[src/rtl/lsu_pkg.sv]
// Shared types for the load-store unit: funct3 codes, access size, FSM state.
// Also small helpers for funct3 legality and word-boundary split detection.
package lsu_pkg;

  localparam logic [2:0] F3_LB  = 3'b000;
  localparam logic [2:0] F3_LH  = 3'b001;
  localparam logic [2:0] F3_LW  = 3'b010;
  localparam logic [2:0] F3_LBU = 3'b100;
  localparam logic [2:0] F3_LHU = 3'b101;
  localparam logic [2:0] F3_SB  = 3'b000;
  localparam logic [2:0] F3_SH  = 3'b001;
  localparam logic [2:0] F3_SW  = 3'b010;

  typedef enum logic [1:0] {
    SZ_B = 2'b00,
    SZ_H = 2'b01,
    SZ_W = 2'b10,
    SZ_X = 2'b11
  } size_e;

  typedef enum logic {
    S_IDLE,
    S_SECOND
  } state_e;

  function automatic logic f3_legal(input logic [2:0] f3);
    return f3 inside {F3_LB, F3_LH, F3_LW, F3_LBU, F3_LHU};
  endfunction

  function automatic logic is_split(input size_e sz,
                                    input logic [1:0] off);
    return ((sz == SZ_H) && (off == 2'd3)) ||
           ((sz == SZ_W) && (off != 2'd0));
  endfunction

endpackage

[src/rtl/lsu_lane_align.sv]
// Byte-lane shifter: merges store bytes into a read word and aligns load bytes.
// Ports: rdata/st_data/off/size/part in; wdata (merged word), ld_bytes out.
module lsu_lane_align
  import lsu_pkg::*;
(
  input  logic [31:0] rdata,
  input  logic [31:0] st_data,
  input  logic [1:0]  off,
  input  size_e       size,
  input  logic        part,
  output logic [31:0] wdata,
  output logic [31:0] ld_bytes
);

  logic [3:0]  smask;
  logic [7:0]  m_sh;
  logic [63:0] st_sh;
  logic [3:0]  lane_m;
  logic [31:0] lane_d;
  logic [2:0]  hi_n;

  always_comb begin
    smask = 4'b0000;
    unique case (size)
      SZ_B:    smask = 4'b0001;
      SZ_H:    smask = 4'b0011;
      SZ_W:    smask = 4'b1111;
      default: smask = 4'b0000;
    endcase
  end

  // Shift into a two-word window; the upper word holds
  // the bytes that spill into the next memory word.
  assign st_sh  = {32'b0, st_data} << {off, 3'b000};
  assign m_sh   = {4'b0, smask} << off;
  assign lane_m = part ? m_sh[7:4] : m_sh[3:0];
  assign lane_d = part ? st_sh[63:32] : st_sh[31:0];

  always_comb begin
    wdata = rdata;
    for (int i = 0; i < 4; i++) begin
      if (lane_m[i]) wdata[8*i +: 8] = lane_d[8*i +: 8];
    end
  end

  // Second half: bytes of W+1 land above the 4-OFF
  // bytes already captured from W.
  assign hi_n = 3'd4 - {1'b0, off};

  always_comb begin
    if (part) ld_bytes = rdata << {hi_n, 3'b000};
    else      ld_bytes = rdata >> {off, 3'b000};
  end

endmodule

[src/rtl/lsu_ctrl.sv]
// MEM-stage load-store unit: byte requests to word accesses, RMW, split, extend.
// Ports: i_lsu_* request, o_ld_data/o_lsu_stall/o_addr_err, o_dmem_*/i_dmem_rdata.
module lsu_ctrl
  import lsu_pkg::*;
#(
  parameter int DMEM_WORDS = 712
) (
  input  logic        i_clk,
  input  logic        i_reset,
  input  logic        i_lsu_req,
  input  logic        i_lsu_wren,
  input  logic [2:0]  i_lsu_funct3,
  input  logic [31:0] i_lsu_addr,
  input  logic [31:0] i_st_data,
  output logic [31:0] o_ld_data,
  output logic        o_lsu_stall,
  output logic        o_addr_err,
  output logic [15:0] o_dmem_addr,
  output logic        o_dmem_wren,
  output logic [31:0] o_dmem_wdata,
  input  logic [31:0] i_dmem_rdata
);

  localparam logic [16:0] LIM = 17'(DMEM_WORDS);

  state_e      state;
  logic [31:0] lo_q;
  logic [15:0] w_idx;
  logic [16:0] w_nxt;
  logic [1:0]  off;
  size_e       size;
  logic        split;
  logic        range_bad;
  logic        go_split;
  logic        part;
  logic        ld_ok;
  logic [31:0] ld_bytes;
  logic [31:0] raw;
  logic [31:0] ext;
  logic        unused_hi;

  assign w_idx = i_lsu_addr[17:2];
  assign w_nxt = {1'b0, w_idx} + 17'd1;
  assign off   = i_lsu_addr[1:0];
  assign size  = size_e'(i_lsu_funct3[1:0]);
  assign split = is_split(size, off);
  assign part  = (state == S_SECOND);

  assign unused_hi = ^i_lsu_addr[31:18];

  // A split whose second word is out of range is
  // rejected up front, so W+1 never wraps.
  assign range_bad = ({1'b0, w_idx} >= LIM) |
                     (split & (w_nxt >= LIM));

  assign o_addr_err = i_lsu_req & ~i_reset &
                      (~f3_legal(i_lsu_funct3) | range_bad);

  assign go_split = ~part & i_lsu_req & split &
                    ~o_addr_err & ~i_reset;

  assign o_lsu_stall = go_split;
  assign o_dmem_addr = part ? w_nxt[15:0] : w_idx;
  assign o_dmem_wren = i_lsu_req & i_lsu_wren &
                       ~o_addr_err & ~i_reset;

  lsu_lane_align u_align (
    .rdata    (i_dmem_rdata),
    .st_data  (i_st_data),
    .off      (off),
    .size     (size),
    .part     (part),
    .wdata    (o_dmem_wdata),
    .ld_bytes (ld_bytes)
  );

  assign raw = part ? (lo_q | ld_bytes) : ld_bytes;

  always_comb begin
    ext = raw;
    unique case (size)
      SZ_B:
        ext = i_lsu_funct3[2] ? {24'b0, raw[7:0]}
                              : {{24{raw[7]}}, raw[7:0]};
      SZ_H:
        ext = i_lsu_funct3[2] ? {16'b0, raw[15:0]}
                              : {{16{raw[15]}}, raw[15:0]};
      default:
        ext = raw;
    endcase
  end

  assign ld_ok = i_lsu_req & ~i_lsu_wren &
                 ~o_addr_err & ~i_reset;
  assign o_ld_data = ld_ok ? ext : 32'h0;

  always_ff @(posedge i_clk or posedge i_reset) begin
    if (i_reset) begin
      state <= S_IDLE;
      lo_q  <= 32'h0;
    end else begin
      unique case (state)
        S_IDLE: begin
          if (go_split) begin
            state <= S_SECOND;
            lo_q  <= ld_bytes;
          end
        end
        S_SECOND: state <= S_IDLE;
        default:  state <= S_IDLE;
      endcase
    end
  end

endmodule

[config.mk]
export PLATFORM = sky130hd
export DESIGN_NAME = lsu_ctrl
export DESIGN_NICKNAME = d
export VERILOG_FILES = /design/src/rtl/lsu_pkg.sv /design/src/rtl/lsu_lane_align.sv /design/src/rtl/lsu_ctrl.sv
export SDC_FILE = /design/constraint.sdc
export NUM_CORES = 1
export LEC_CHECK = 0
export CELL_PAD_IN_SITES_DETAIL_PLACEMENT = 0
export CELL_PAD_IN_SITES_GLOBAL_PLACEMENT = 1
export CORE_UTILIZATION = 36
export DETAILED_ROUTE_END_ITERATION = 6
export PLACE_DENSITY_LB_ADDON = 0.25
export SYNTH_ARGS = -nofsm -noshare
export SYNTH_HDL_FRONTEND = slang
export SYNTH_SLANG_ARGS = --single-unit
[constraint.sdc]
create_clock -name i_clk -period 12.1 [get_ports i_clk]
set_input_delay 2.42 -clock i_clk [delete_from_list [all_inputs] [get_ports i_clk]]
set_output_delay 2.42 -clock i_clk [all_outputs]
set_load 0.005 [all_outputs]
### Word-level counts from Yosys, hierarchy flattened

Cells that the tools add are included.

| storage, ports and cells | value |
|---|---|
| register bits after elaboration | 33 |
| latch bits | 0 |
| memory bits (writable) | 0 |
| memory bits (read-only) | 0 |
| input bits | 103 |
| output and inout bits | 83 |
| logic and storage cells | 62 |
| memories kept | 0 |

| operators by class | value |
|---|---|
| $add $sub $neg | 2 |
| multiply operators | 0 |
| divide/modulo/power cells | 0 |
| magnitude comparators | 2 |
| equality and inequality tests | 7 |
| shift operators | 4 |
| mux-type cells | 16 |
| bitwise gates (word level) | 21 |
| reductions and logical operators | 8 |

Operators with widths:

| cell | number |
|---|---|
| 32-bit two-way mux | 6 |
| 32-bit one-hot mux with 2 select lines | 1 |
| 32-bit by 5-bit << shifter with 64-bit output | 1 |
| 8-bit two-way mux | 4 |
| 32-bit OR | 1 |
| 32-bit by 6-bit << shifter with 32-bit output | 1 |
| 32-bit by 5-bit >> shifter with 32-bit output | 1 |
| 16-bit by 1-bit adder with 17-bit output (second input constant) | 1 |
| 17-bit by 10-bit >= comparator with 1-bit output (second input constant) | 1 |
| 16-bit by 10-bit >= comparator with 1-bit output (second input constant) | 1 |
| 16-bit two-way mux | 1 |
| 1-bit AND | 13 |
| 4-bit one-hot mux with 3 select lines | 1 |
| 4-bit by 2-bit << shifter with 8-bit output | 1 |
| 3-bit == test (second input constant) | 2 |
| 1-bit inverter | 5 |
| 5-bit nonzero test | 1 |
| 2-bit == test (second input constant) | 2 |
| 4-bit two-way mux | 1 |
| 3-bit by 1-bit == test with 1-bit output (second input constant) | 1 |
| 3-bit by 2-bit == test with 1-bit output (second input constant) | 1 |
| 3-bit zero test | 1 |
| 3-bit by 2-bit subtractor with 3-bit output (first input constant) | 1 |
| 2-bit by 1-bit == test with 1-bit output (second input constant) | 1 |
| 8 further kinds | 10 |

### Logic depth before layout (Yosys ltp)

| logic depth | value |
|---|---|
| depth after elaboration | 12 |
| depth in mapped cells | 14 |
| gate-level depth less buffers | 8 |

### By module

Synthesis repeated with hierarchy kept, for this count alone.

| unflattened totals | value |
|---|---|
| cell total of the unflattened synthesis | 751 |
| area, all modules | 6317.3 sq um |

Modules (own cells, without submodules):

| module | times used | cells each | area each (sq um) | sequential area each (sq um) |
|---|---|---|---|---|
| lsu_ctrl | 1 | 477 | 4226.6 | 825.8 |
| lsu_lane_align | 1 | 274 | 2090.8 | 0.0 |

### Worst setup path before layout

Ideal clock, no wire load.

| path | value |
|---|---|
| path type | input to output |
| from | input i_lsu_addr[0] |
| to | output o_ld_data[10] |
| arrival time | 4.801 ns |
| required time | 9.680 ns |
| path slack | 4.879 ns |
| stages on the path | 13 |
| path buffers | 5 |
| path through | buf_6 clkinv_1 clkbuf_1 clkbuf_1 ha_1 buf_2 buf_2 nor3b_1 o21ai_0 a31o_2 nand2_1 a21oi_1 nor3_2 |

| between the ends | value |
|---|---|
| word-level cells in the longest chain between the ends | 11 |
| elaborated cells between the ends (all ways) | 22 |
| those cells by class | add/sub (1); eq/ne (1); shift (2); mux (6); bitwise (8); reduce/logical (4) |

Ends and longest elaborated chain:

| element | RTL line | source |
|---|---|---|
| start: declaration | lsu_ctrl.sv:13 | `input logic [31:0] i_lsu_addr,` |
| parallel branches: the longest is 10 deep, another holds 3-bit by 2-bit subtractor with 3-bit output | -- |  |
| 32-bit two-way mux * | lsu_ctrl.sv:95 | `assign o_ld_data = ld_ok ? ext : 32'h0;` |
| end: declaration | lsu_ctrl.sv:15 | `output logic [31:0] o_ld_data,` |

Every way passes the cells marked *.

### Worst setup path after layout

| path | value |
|---|---|
| from | input i_lsu_addr[0] |
| to | output o_ld_data[0] |

The elaborated chain is that of the path after synthesis.

==> metrics.yaml <==
coreArea_sq_um: 14600
dieArea_sq_um: 15500
final_antenna_net_count: 0
p_leak_nw: 2.80
finalCritPeriodShare: 0.784
routabilityCongestion: 0.883
cts_tree: "built"
clkTransAtPathRegs_ps: 50
clock_skew_ps: 3.62
routedWlPerCell_um: 20.4
peakVddDrop_v: 0.0000666
post-cts-setup-buffer-count: 0
end_kind: "primary output"
initial_core_util: 0.370
ys_top_cells_by_area: "dfrtp_1, mux2i_1, nand2_1"
drt-total-wl_mm: 20.5
ys_ff_latch: 33
clockRootBuffer: "clkbuf_16"
syn2layout_area_growth_pct: 34.2
fillers: 1392
required_ps: 9680
synthCells: 689
io_buffers: 171
viasPerCell: 6.04
power_density_nw_per_um2: 65.4
chipHeight_um: 124
p_int_mw: 0.313
antenna_cells: 0
drive_above_1_share: 0.131
maxSlewViolCount: 0
synth_seq_area_share: 0.153
hpwl_mm: 15.0
worst_skew_pair.late_latency_ps: 280
async_flop_share: 1.00
clk_path_buf_depth: 2
tightestPinTransition_ps: 1190
ys_types: 75
grt.overflow.total: 0
grt_pass1_vias: 5916
relSlewSlack: 0.207
multi_input_area_sq_um: 4190
synthTopCellsByCount: "nand2_1, o21ai_0, mux2i_1"
seqPwrFrac: 0.235
rrSetupSlack_ps: 9080
avgSynthCellArea_sq_um: 7.83
grt_usage: 0.257
synthDominantCellAreaShare: 0.153
cp-start-kind: "primary input"
yosys.area.top_type: "dfrtp_1"
grt_first_pass_wirelength_mm: 32.3
clkPwrFrac: 0.325
syn_nets: 801
critical_path.max_fanout: 26
htreeDepth: 2
critical_path_class: "in -> out"
cts_resized: 0
hold_class: "reg -> reg"
syn_area_sq_um: 5400
hold_buffers: 0
synth_most_common_cell: "nand2_1"
drt_iter0_markers: 356
first_pass_iters: 5
status: "finished, final reports clean"
cts.sinks: 33
switching_power_mw: 0.160
hold_viol_final: 0
min_period_ps: 9490
ios: 186
synth_edf_count: 0
tns_ps: 0
numCtsBuffers: 5
drc: 0
power_mw: 0.473
fin_nets: 928
num_rows: 44
fmax_mhz: 105
antenna_found_initial: 0
worstPathArrival_ps: 7070
p_sw_frac: 0.338
synth_ff_type: "dfrtp_1"
setup_viol: 0
die_w_um: 124
via_count: 6047
grt_max_degree: 75
regArea_sq_um: 827
combPwrFrac: 0.440
yosys_warnings: 0
rsz0062_at_grt: "false"
maxCapViolCount: 0
[sequential cells by signal (all words and copies together) (netlist names)]
name	flops
lo_q	32
part	1
[logic make-up after synthesis]
group,share of synthesized area
xor+xnor,0.0244
fa+ha+maj,0.0209
compound gates,0.325
buf+inv,0.0700
simple gates,0.206
flops,0.153
mux,0.200
[area by class of cell]
cell class | count | share of cell area
clock inverter | 1 | 0.00415
timing repair buffer | 179 | 0.243
tap | 184 | 0.0318
multi-input combinational | 583 | 0.579
sequential | 33 | 0.114
inverter | 14 | 0.00726
clock buffer | 7 | 0.0197
[worst max-delay path, stage by stage]
cell and delay (ps):
buf_2 510, clkinv_1 880, ha_1 630, nor2b_1 140, buf_4 260, nand2b_1 280, nor2_1 820, a21o_1 220
a21oi_1 110, nor3_1 220, clkdlybuf4s50_1 550
[final timing paths]
| kind | from | endpoint | depth (start not counted) |
|---|---|---|---|
| hold reg to reg | lo_q[31] | lo_q[31] | 2 |
| min in group asynchronous | i_reset | lo_q[11] | 3 |
| hold / removal | lo_q[31] | lo_q[31] | 2 |
| max in group asynchronous | i_reset | part | 3 |
| setup / recovery | i_lsu_addr[0] | o_ld_data[0] | 11 |
| setup reg to reg | part | lo_q[7] | 7 |
[metal layers]
layer / track usage / vias to the layer above / routed length [um]
met3: 0.0533 / 44 / 1280
li1: - / 2839 / -
met2: 0.417 / 252 / 9680
met1: 0.341 / 2912 / 8970
met5: 0 / - / 0
met4: 0.0780 / 0 / 536
[metrics by stage]
step	hold slack, ps	utilization	cells	instance area (sq um)	setup slack, ps
final	485	0.496	1001	7240	2610
after detailed placement	473	0.484	993	7070	2760
after CTS	485	0.496	1001	7240	2730
after global placement	459	0.484	993	7070	2830
after global routing	520	0.496	1001	7240	2330
after floorplan	441	-	689	5400	4880
[placed cells by master (no fill, tap or decap), types with 6 or more instances in the layout]
cell type,synthesis,layout
nand4_1,8,8
nor3_1,7,7
a211oi_2,18,18
o22ai_1,17,17
nor2_1,32,32
a22oi_1,34,34
inv_1,11,11
a21o_1,13,13
a221o_1,7,7
nor2b_1,15,15
a211oi_1,8,8
nand2_1,91,91
a21oi_1,40,40
nor3_2,15,15
xnor2_1,12,12
mux2_2,26,26
mux2i_1,65,65
o21ai_1,6,6
dfrtp_1,33,32
nand3_1,12,12
buf_4,5,8
o21ai_0,67,67
clkdlybuf4s50_1,0,169
ha_1,9,9
[power groups by stage]
stage / combinational [mW] / clock, mW / sequential [mW]
finish: 0.208 / 0.154 / 0.111
global placement: 0.202 / 0 / 0.113
CTS: 0.207 / 0.154 / 0.111
global route: 0.223 / 0.161 / 0.111
floorplan: 0.112 / 0 / 0.113
detailed placement: 0.205 / 0 / 0.113
(Power assumes the default switching activity.)
